`config.mk`:
```
export PLATFORM = sky130hd
export DESIGN_NAME = st1
export DESIGN_NICKNAME = d
export VERILOG_FILES = /design/src/rtl/st1.sv
export SDC_FILE = /design/constraint.sdc
export NUM_CORES = 1
export LEC_CHECK = 0
export ABC_AREA = 1
export BUFFER_PORTS_ARGS = -buffer_cell sky130_fd_sc_hd__buf_2
export CORE_MARGIN = 2
export CORE_UTILIZATION = 45
export CTS_BUF_LIST = sky130_fd_sc_hd__clkbuf_4 sky130_fd_sc_hd__clkbuf_8
export DETAILED_ROUTE_END_ITERATION = 6
export GPL_TIMING_DRIVEN = 0
export PLACE_DENSITY = 0.84
export SLEW_MARGIN = 20
export SYNTH_ARGS = -nofsm -noshare
export SYNTH_HDL_FRONTEND = slang
export SYNTH_SLANG_ARGS = --single-unit
```
`constraint.sdc`:
```
create_clock -name clk -period 1.4 [get_ports clk]
set_input_delay 0.14 -clock clk [delete_from_list [all_inputs] [get_ports clk]]
set_output_delay 0.14 -clock clk [all_outputs]
set_load 0.02 [all_outputs]
```
`src/rtl/st1.sv`:
```
// Execute-stage operand/control register: steers operands to the ALU, shifter or data memory.
// Optional shifter path is compiled in with ST1_SHIFT_OP_EN.
module st1 (
    input  logic        clk,
    input  logic        reset,
    input  logic        enable_ex,
    input  logic [31:0] src1,
    input  logic [31:0] src2,
    input  logic [31:0] imm,
    input  logic [6:0]  control_in,
    input  logic [31:0] mem_data_read_in,
    output logic        mem_data_wr_en,
    output logic [31:0] mem_data_write_out,
    output logic [31:0] aluin1,
    output logic [31:0] aluin2,
    output logic [2:0]  operation_out,
    output logic [2:0]  opselect_out,
    output logic        enable_arith,
    output logic        enable_shift,
    output logic [4:0]  shift_number
);

    localparam int unsigned DataW  = 32;
    localparam int unsigned OpW    = 3;
    localparam int unsigned ShamtW = 5;

    typedef enum logic [OpW-1:0] {
        OPSEL_SHIFT = 3'b000,
        OPSEL_ARITH = 3'b010,
        OPSEL_MEM   = 3'b100
    } opsel_e;

    logic [OpW-1:0] opsel_in;
    logic           immp_regn;
    logic [OpW-1:0] oper_in;

    assign opsel_in  = control_in[6:4];
    assign immp_regn = control_in[3];
    assign oper_in   = control_in[2:0];

    logic [DataW-1:0] aluin1_q, aluin1_d;
    logic [DataW-1:0] aluin2_q, aluin2_d;
    logic [DataW-1:0] wr_data_q, wr_data_d;
    logic             wr_en_q, wr_en_d;
    logic [OpW-1:0]   oper_q, oper_d;
    logic [OpW-1:0]   opsel_q, opsel_d;
    logic             en_arith_q, en_arith_d;
`ifdef ST1_SHIFT_OP_EN
    logic             en_shift_q, en_shift_d;
    logic [ShamtW-1:0] shamt_q, shamt_d;
`endif

    // Next-state decode: data fields hold unless the active opselect writes them; strobes default low.
    always_comb begin
        aluin1_d   = aluin1_q;
        aluin2_d   = aluin2_q;
        wr_data_d  = wr_data_q;
        oper_d     = oper_q;
        opsel_d    = opsel_q;
        wr_en_d    = 1'b0;
        en_arith_d = 1'b0;
`ifdef ST1_SHIFT_OP_EN
        shamt_d    = shamt_q;
        en_shift_d = 1'b0;
`endif
        if (enable_ex) begin
            oper_d  = oper_in;
            opsel_d = opsel_in;
            case (opsel_in)
                OPSEL_ARITH: begin
                    aluin1_d   = src1;
                    aluin2_d   = immp_regn ? imm : src2;
                    en_arith_d = 1'b1;
                end
`ifdef ST1_SHIFT_OP_EN
                OPSEL_SHIFT: begin
                    aluin1_d   = src1;
                    shamt_d    = immp_regn ? imm[ShamtW-1:0] : src2[ShamtW-1:0];
                    en_shift_d = 1'b1;
                end
`endif
                OPSEL_MEM: begin
                    if (immp_regn) begin
                        aluin1_d = src1;
                        aluin2_d = mem_data_read_in;
                    end else begin
                        wr_en_d   = 1'b1;
                        wr_data_d = src2;
                    end
                end
                default: ;
            endcase
        end
    end

    always_ff @(posedge clk) begin
        if (reset) begin
            aluin1_q   <= '0;
            aluin2_q   <= '0;
            wr_data_q  <= '0;
            wr_en_q    <= 1'b0;
            oper_q     <= '0;
            opsel_q    <= '0;
            en_arith_q <= 1'b0;
`ifdef ST1_SHIFT_OP_EN
            en_shift_q <= 1'b0;
            shamt_q    <= '0;
`endif
        end else begin
            aluin1_q   <= aluin1_d;
            aluin2_q   <= aluin2_d;
            wr_data_q  <= wr_data_d;
            wr_en_q    <= wr_en_d;
            oper_q     <= oper_d;
            opsel_q    <= opsel_d;
            en_arith_q <= en_arith_d;
`ifdef ST1_SHIFT_OP_EN
            en_shift_q <= en_shift_d;
            shamt_q    <= shamt_d;
`endif
        end
    end

    assign aluin1             = aluin1_q;
    assign aluin2             = aluin2_q;
    assign mem_data_write_out = wr_data_q;
    assign mem_data_wr_en     = wr_en_q;
    assign operation_out      = oper_q;
    assign opselect_out       = opsel_q;
    assign enable_arith       = en_arith_q;
`ifdef ST1_SHIFT_OP_EN
    assign enable_shift       = en_shift_q;
    assign shift_number       = shamt_q;
`else
    assign enable_shift       = 1'b0;
    assign shift_number       = ShamtW'(0);
`endif

endmodule

```
==> results of run 1 <==
-- routing by layer --
metal / track usage (%) / part of all wire (%)
met5: 0 / 0
met4: 7.96 / 1.9
met3: 5.28 / 6.8
met2: 48.9 / 50
met1: 32.5 / 41
-- report_power, final --
group / switching [mW] / total (mW) / internal, mW
clock network: 1.04 / 2.03 / 0.992
registers: 0.0587 / 3.13 / 3.08
logic: 0.747 / 1.25 / 0.505
-- cells by family after synthesis --
kind of cell	synth area share (%)
buf+inv	13.3
compound gates	3.77
simple gates	41.6
flops	41.2
other cells	0.0743
-- metrics by stage --
stage / hold WS (ns) / TNS, ns / setup slack, ns / cells / total power [mW]
after floorplan: 0.212 / 0 / 0.310 / 811 / 3.89
after global placement: 0.344 / -11.05 / -0.240 / 1189 / 4.35
after detailed placement: 0.347 / -14.23 / -0.296 / 1189 / 4.37
after CTS: 0.0285 / 0 / 0.0906 / 1239 / 6.45
after global routing: 0.0296 / 0 / 0.0393 / 1239 / 6.71
final: 0.0422 / 0 / 0.135 / 1239 / 6.42
-- cell usage after synthesis, types with 2 or more instances --
cell type | n | share of area (%)
clkbuf_1 | 24 | 1.8
nand3_1 | 129 | 13
nand3_2 | 2 | 0.40
nor2_1 | 139 | 10
nand2_1 | 227 | 17
o21ai_0 | 37 | 3.7
nor2_4 | 2 | 0.45
inv_1 | 98 | 7.3
buf_4 | 12 | 1.8
buf_2 | 24 | 2.4
dfxtp_1 | 104 | 41
-- layout make-up --
class | count | area [um2]
sequential | 104 | 2080
multi-input combinational | 548 | 2310
clock buffer | 9 | 124
timing repair buffer | 273 | 1540
inverter | 99 | 372
fill | 1043 | 3890
clock inverter | 6 | 85.1
tap | 140 | 175
buffer | 60 | 302
-- worst max-delay path, stage by stage --
cell,delay (ns)
buf_2,0.14
inv_1,0.07
clkbuf_1,0.48
clkbuf_1,0.46
nand3_1,0.18
nand2_1,0.10
-- what timing repair did --
action	4_1_cts	5_1_grt
endpoints found under the setup margin	0	8
resized for setup	0	2
hold buffers	35	0
endpoints found under the hold margin	35	0
-- state kept, by name, summed over array words and instances, names as in the netlist --
name / flops
aluin1: 32
enable_arith: 1
aluin2: 32
opselect_out: 3
mem_data_write_out: 32
mem_data_wr_en: 1
operation_out: 3
-- worst paths after layout --
| path | to |
|---|---|
| max | mem_data_write_out[9] |
| max reg2reg | aluin2[15] |
| min reg2reg | mem_data_write_out[31] |
| min | enable_arith |
==> reports/metrics.yaml, run 1 <==
netlist_area_mm2: 0.00505
grt_usage_pct: 27.2
drt_pass1_iterations: 5
place_congestion: 0.834
die_y_um: 110
syn_inst: 806
viasPerCell: 4.75
dpl-instance-area_mm2: 0.00643
cp.required_ns: 1.72
reg2reg_from: "aluin2[15]"
fin_util_pct: 64.2
area_growth_pct: 38.5
clockBufferDepth: 2
timing.final.crit_share_pct: 90.4
hpwl_um: 12100
die_w_um: 110
n_antenna_cell: 0
synth_ff_type: "dfxtp_1"
core-area_mm2: 0.0109
grt_pass1_vias: 5555
layout_common_cells: "buf_2, nand2_1, nor2_1"
wl_per_cell_um: 13.4
drive_gt1_share_pct: 27.1
yosys_warnings: 0
peakVddDrop_mv: 0.738
hold_depth: 2
cts_max_level: 3
async_flop_share_pct: 0
hold_path.startpoint: "reset"
r2r_cells: 4
drc: 0
io_buffer_count: 238
fin_crit_ns: 1.26
post_cts_buffers: 0
hold_class: "in -> reg"
p_leak_nw: 4.12
drtIter0Drc: 331
dieArea_mm2: 0.0121
cts_tree: "yes"
synth-edff-count: 0
maxCapViolations: 0
layout_commonest_cell: "buf_2"
finalMaxSlewViolations: 0
synth_area_per_cell_um2: 6.26
worstPathArrival_ns: 1.58
grt_pass1_wl_um: 25800
root_buffer: "clkbuf_8"
path_max_fanout: 10
crit_path_start: "reset"
ys_seq_area_share_pct: 41.2
path_class: "in -> reg"
grt_start_max_net_pins: 17
synth-seq-cells: 104
synth.distinct_cells: 19
finalInstanceArea_mm2: 0.00699
max_freq_mhz: 791
grt.overflow.total: 0
wirelength_um: 16700
skew_ns: 0
start_util_pct: 46.4
finalSetupViolations: 0
antenna_found_initial: 0
slew-limit-headroom_pct: 59.1
endpoint_kind: "register"
num_rows: 38
io_pins: 248
cts-buffers-inserted: 9
status: "completed"
routed-via-count: 5885
tightest_slew_ns: 0.613
path_clk_slew_ns: 0.10
clkSinkCount: 104
clk_latency_ns: 0.35
ant_nets: 0
rsz0062_at_grt: "false"
fin_nets: 1233
rrSetupSlack_ns: 0.69
crit_path_start_kind: "input pin"
p_per_area_mw_per_mm2: 918
hold_viol: 0
No activity file was read; power rests on OpenSTA's default activity.
==> inputs of run 2 (changes only) <==
==> constraint.sdc (replaced) <==
create_clock -name clk -period 1.3 [get_ports clk]
set_input_delay 0.13 -clock clk [delete_from_list [all_inputs] [get_ports clk]]
set_output_delay 0.13 -clock clk [all_outputs]
set_load 0.02 [all_outputs]
==> run 2 against run 1 <==
  * The flow now finishes with violations (design-rule violations)
  * Routed wire length decreased by 0.28%
  * Cell count is essentially flat
  * Non-clock buffer count is 1 lower
  * Hold slack worse by 0.0094 ns
  * Register-to-register slack got worse by 0.11 ns
  * Design area is essentially flat
  * First-iteration DRC count decreased by 9.1%
  * Flip-flop and latch count stayed put
  * Largest cell class unchanged
==> reports/metrics.yaml, run 2 (synthesized netlist as in run 1, its figures left out) <==
dieArea_mm2: 0.0121  # unchanged
n_antenna_cell: 0  # unchanged
layout_commonest_cell: "buf_2"
hold_class: "in -> reg"
root_buffer: "clkbuf_8"
placedCellCount: 1189  # unchanged
finalInstanceArea_mm2: 0.00699  # about the same
clkSinkCount: 104  # unchanged
fin_nets: 1232  # -0.081%
drt_pass1_iterations: 7  # +2
p_per_area_mw_per_mm2: 989  # +7.7%
wl_met3_um: 1040  # -8.7%
grt.overflow.total: 0  # unchanged
viasPerCell: 4.74  # -0.31%
area_growth_pct: 38.5  # about the same
reg2reg_to: "aluin2[19]"
core-area_mm2: 0.0109  # unchanged
hold_depth: 2  # unchanged
finalSetupViolations: 0  # unchanged
violations: "design-rule violations"
dpl-instance-area_mm2: 0.00643  # unchanged
hold_end: "enable_arith"
path_max_fanout: 10  # unchanged
final_cells: 1238  # -0.081%
p_leak_nw: 4.12  # about the same
worst_slack_ns: 0.176  # +0.0412 ns
cp.required_ns: 1.56  # -0.16 ns
num_rows: 38  # unchanged
path_clk_slew_ns: 0.09  # about the same
die_w_um: 110  # unchanged
endpoint_kind: "register"
tightest_slew_ns: 0.597  # -0.0157 ns
pre_cts_ws_ns: -0.386  # -0.0900 ns
r2r_cells: 4  # unchanged
wirelength_um: 16600  # -0.28%
wl_met2_um: 8290  # about the same
hpwl_um: 12100  # unchanged
cts_tree: "yes"
status: "finished, violations left"
clk_latency_ns: 0.35  # about the same
rrSetupSlack_ns: 0.58  # -0.11 ns
maxCapViolations: 0  # unchanged
reg2reg_from: "aluin2[19]"
highest_layer: "met4"
crit_path_start_kind: "input pin"
io_pins: 248  # unchanged
finalMaxSlewViolations: 0  # unchanged
hold_viol: 0  # unchanged
start_util_pct: 46.4  # unchanged
worstPathArrival_ns: 1.39  # -0.19 ns
clockBufferDepth: 2  # unchanged
max_freq_mhz: 890
wl_per_cell_um: 13.4  # -0.20%
grt_usage_pct: 27.2  # unchanged
ant_nets: 0  # unchanged
hold_path.startpoint: "reset"
routed-via-count: 5862  # -0.39%
slew-limit-headroom_pct: 60.2  # +1.0 points
place_congestion: 0.834  # unchanged
timing.final.crit_share_pct: 86.4
die_y_um: 110  # unchanged
wl_met1_um: 6960  # +0.74%
drc: 2  # +2
drtIter0Drc: 301  # -9.1%
totalPowerFinal_mw: 6.91  # +7.7%
timing.hold.ws_ns: 0.0328  # -0.00937 ns
grt_pass1_wl_um: 25800  # unchanged
peakVddDrop_mv: 0.796  # +7.8%
skew_ns: 0  # unchanged
rsz0062_at_grt: "false"
io_buffer_count: 238  # unchanged
antenna_found_initial: 0  # unchanged
cts-buffers-inserted: 9  # unchanged
path_class: "in -> reg"
fin_crit_ns: 1.12
drive_gt1_share_pct: 27.2  # +0.12 points
grt_start_max_net_pins: 17  # unchanged
cts_max_level: 3  # unchanged
layout_common_cells: "buf_2, nand2_1, nor2_1"
grt_pass1_vias: 5555  # unchanged
run 2: cell count changes in the layout (fill, tap and decap cells not counted):
| cell | previous run | this run |
|---|---|---|
| clkbuf_1 | 23 | 22 |
| nand2_2 | 1 | 2 |
| nand2_1 | 227 | 226 |
run 2: worst max path at each step:
stage	from	endpoint	cells past startpoint
3_5_place_dp	reset	mem_data_write_out[22]	6
4_1_cts	reset	mem_data_write_out[22]	6
3_3_place_gp	reset	mem_data_write_out[21]	6
2_1_floorplan	control_in[6]	aluin2[10]	8
5_1_grt	control_in[4]	aluin2[30]	8
6_report	control_in[4]	aluin2[26]	8
run 2: worst max-delay path, stage by stage:
cell     delay, ns
buf_2         0.13
nor2_4        0.25
nand3_1       0.10
nand2_1       0.21
nand2_2       0.15
buf_2         0.22
nor2_1        0.13
nor2_1        0.06
run 2: power breakdown:
part	internal (mW)	leakage (nW)	switching (mW)
Sequential	3.31	0.846	0.0632
Combinational	0.543	3.17	0.804
Clock	1.07	0.101	1.12
Total	4.92	4.12	1.99
run 2: repair_timing:
| item | 4_1_cts | 5_1_grt |
|---|---|---|
| hold endpoints to repair | 35 | 0 |
| gates resized for setup | 0 | 3 |
| endpoints found under the setup margin | 0 | 29 |
| hold buffers | 35 | 0 |
| setup buffers | 0 | 0 |
run 2: layout make-up:
class                           count  area (um2)
Fill cell                        1044        3900
Multi-Input combinational cell    548        2310
Sequential cell                   104        2080
Timing Repair Buffer              273        1540
Inverter                           99         372
Buffer                             59         298
Tap cell                          140         175
Clock buffer                        9         124
Clock inverter                      6        85.1
run 2: metal layers:
metal	up-vias	global-route usage (%)
met1	2613	32.5
met2	203	48.9
met5	-	0
met3	30	5.28
met4	0	7.96
li1	3016	-
run 2: through the flow:
step                TNS (ns)  utilization (%)
global placement      -19.20             59.1
detailed placement    -22.40             59.1
CTS                        0             64.2
finish                     0             64.2
global route               0             64.2
floorplan                  0                -
==> inputs of run 3 (changes only) <==
--- a/config.mk
+++ b/config.mk
@@ -8,11 +8,11 @@
 export ABC_AREA = 1
 export BUFFER_PORTS_ARGS = -buffer_cell sky130_fd_sc_hd__buf_2
 export CORE_MARGIN = 2
-export CORE_UTILIZATION = 45
+export CORE_UTILIZATION = 40
 export CTS_BUF_LIST = sky130_fd_sc_hd__clkbuf_4 sky130_fd_sc_hd__clkbuf_8
 export DETAILED_ROUTE_END_ITERATION = 6
 export GPL_TIMING_DRIVEN = 0
-export PLACE_DENSITY = 0.84
+export PLACE_DENSITY = 0.76
 export SLEW_MARGIN = 20
 export SYNTH_ARGS = -nofsm -noshare
 export SYNTH_HDL_FRONTEND = slang
==> run 3 against run 2 <==
  * The run now ends clean
  * Largest power group unchanged
  * Count of clock-buffer cells in the layout increased by 2
  * Largest cell class unchanged
  * Critical path type unchanged
  * First-iteration DRC count increased by 1.0%
  * Clock skew unchanged
  * Critical endpoint is now aluin2[8]
==> reports/metrics.yaml, run 3 (synthesized netlist as in run 1, its figures left out) <==
finalMaxSlewViolations: 0  # unchanged
finalSetupViolations: 0  # unchanged
cp.required_ns: 1.58  # +0.02 ns
dpl-instance-area_mm2: 0.00647  # +0.62%
timing.final.crit_share_pct: 87.4  # +0.95 points
io_buffer_count: 238  # unchanged
netSwitchingFraction_pct: 27.8  # -1.0 points
io_pins: 248  # unchanged
hold_path.startpoint: "reset"
layout_common_cells: "buf_2, nand2_1, nor2_1"
skew_ns: 0  # unchanged
fin_crit_ns: 1.14  # +0.0123 ns
p_clk_share_pct: 35.0  # +3.3 points
path_clk_slew_ns: 0.10  # about the same
die_y_um: 116  # +5.8%
cts_max_level: 3  # unchanged
clkSinkCount: 104  # unchanged
tightest_slew_ns: 0.595  # -0.00242 ns
grt_usage_pct: 23.8  # -3.3 points
p_per_area_mw_per_mm2: 1020  # +3.6%
fin_util_pct: 56.8  # -7.4 points
clk_latency_ns: 0.38  # +0.03 ns
area_growth_pct: 40.3
grt_pass1_wl_um: 25100  # -2.7%
status: "completed"
hold_end: "enable_arith"
drive_gt1_share_pct: 27.3  # +0.041 points
num_rows: 41  # +7.9%
rrSetupSlack_ns: 0.60  # +0.02 ns
maxCapViolations: 0  # unchanged
reg2reg_to: "aluin2[22]"
grt_start_max_net_pins: 17  # unchanged
viasPerCell: 4.57  # -3.4%
path_max_fanout: 10  # unchanged
p_sw_mw: 2.01  # +1.1%
p_leak_nw: 4.15  # +0.68%
core-area_mm2: 0.0125  # +14%
clockBufferDepth: 2  # unchanged
r2r_cells: 4  # unchanged
cts_tree: "yes"
hold_class: "in -> reg"
peakVddDrop_mv: 0.538  # -32%
finalInstanceArea_mm2: 0.00708  # +1.3%
layout_commonest_cell: "buf_2"
dieArea_mm2: 0.0135  # +12%
n_antenna_cell: 0  # unchanged
place_congestion: 0.819  # -1.7%
p_comb_share_pct: 18.5  # -1.0 points
start_util_pct: 40.5  # -5.9 points
wirelength_um: 16600  # -0.22%
die_w_um: 116  # +5.8%
p_seq_share_pct: 46.5  # -2.3 points
reg2reg_from: "aluin2[22]"
drtIter0Drc: 304  # +1.0%
totalPowerFinal_mw: 7.25  # +4.9%
routed-via-count: 5816  # -0.78%
cts-buffers-inserted: 9  # unchanged
ant_nets: 0  # unchanged
slew-limit-headroom_pct: 60.3  # +0.16 points
wl_per_cell_um: 13.0  # -2.9%
fin_nets: 1233  # +0.081%
endpoint_kind: "register"
antenna_found_initial: 0  # unchanged
p_int_mw: 5.24  # +6.4%
post_cts_buffers: 0  # unchanged
root_buffer: "clkbuf_8"
worstPathArrival_ns: 1.42  # +0.03 ns
hold_viol: 0  # unchanged
hpwl_um: 11900  # -1.3%
grt_pass1_vias: 5222  # -6.0%
max_freq_mhz: 880  # -1.1%
path_class: "in -> reg"
drc: 0  # -2
rsz0062_at_grt: "false"
hold_depth: 2  # unchanged
crit_path_start_kind: "input pin"
grt.overflow.total: 0  # unchanged
drt_pass1_iterations: 5  # -2
fillers: 1262  # +21%
-- run 3: how the worst max path moves through the flow --
stage / from / slack (ns) / to
detailed placement: reset / -0.30 / mem_data_write_out[21]
floorplan: control_in[6] / 0.22 / aluin2[10]
global route: reset / 0.005 / aluin1[24]
CTS: reset / 0.11 / aluin2[12]
finish: control_in[4] / 0.16 / aluin2[8]
global placement: reset / -0.28 / mem_data_write_out[15]
-- run 3: area by class of cell --
cell class | instances | area (um2) | share of cell area, %
clock buffers | 11 | 151 | 2.14
multi-input cells | 548 | 2310 | 32.7
clock inverters | 5 | 103 | 1.45
plain buffers | 60 | 303 | 4.28
flip-flops and latches | 104 | 2080 | 29.4
repair buffers | 273 | 1540 | 21.8
well taps | 172 | 215 | 3.04
inverters | 99 | 372 | 5.25
-- run 3: layer usage --
| metal | global-route usage [%] | share of wire [%] |
|---|---|---|
| met5 | 0 | 0 |
| met4 | 9.52 | 2.2 |
| met3 | 4.57 | 6.6 |
| met2 | 40.0 | 47 |
| met1 | 30.3 | 44 |
-- run 3: timing repair --
action	4_1_cts	5_1_grt
setup endpoints to repair	0	7
hold endpoints to repair	35	0
gates resized for setup	0	4
hold buffers	35	0
-- run 3: critical path, stage by stage --
cell     delay, ns
buf_2         0.13
nor2_4        0.24
nand3_1       0.10
nand2_1       0.18
nand2_1       0.19
buf_2         0.24
nor2_1        0.14
nor2_1        0.07
-- run 3: stage by stage --
stage	instances	hold slack, ns	TNS, ns	setup WS, ns
after global placement	1221	0.335	-19.40	-0.284
final	1272	0.0135	0	0.164
after global routing	1272	0.00752	0	0.00536
after detailed placement	1221	0.335	-20.03	-0.300
after floorplan	811	0.202	0	0.220
after CTS	1272	0.00482	0	0.108
-- run 3: power by group through the flow --
stage | Clock (mW) | Combinational, mW | Sequential, mW
after floorplan | 0 | 0.588 | 3.60
after global placement | 0 | 1.25 | 3.44
after detailed placement | 0 | 1.25 | 3.44
after CTS | 2.59 | 1.34 | 3.37
after global routing | 2.70 | 1.51 | 3.39
final | 2.53 | 1.34 | 3.37
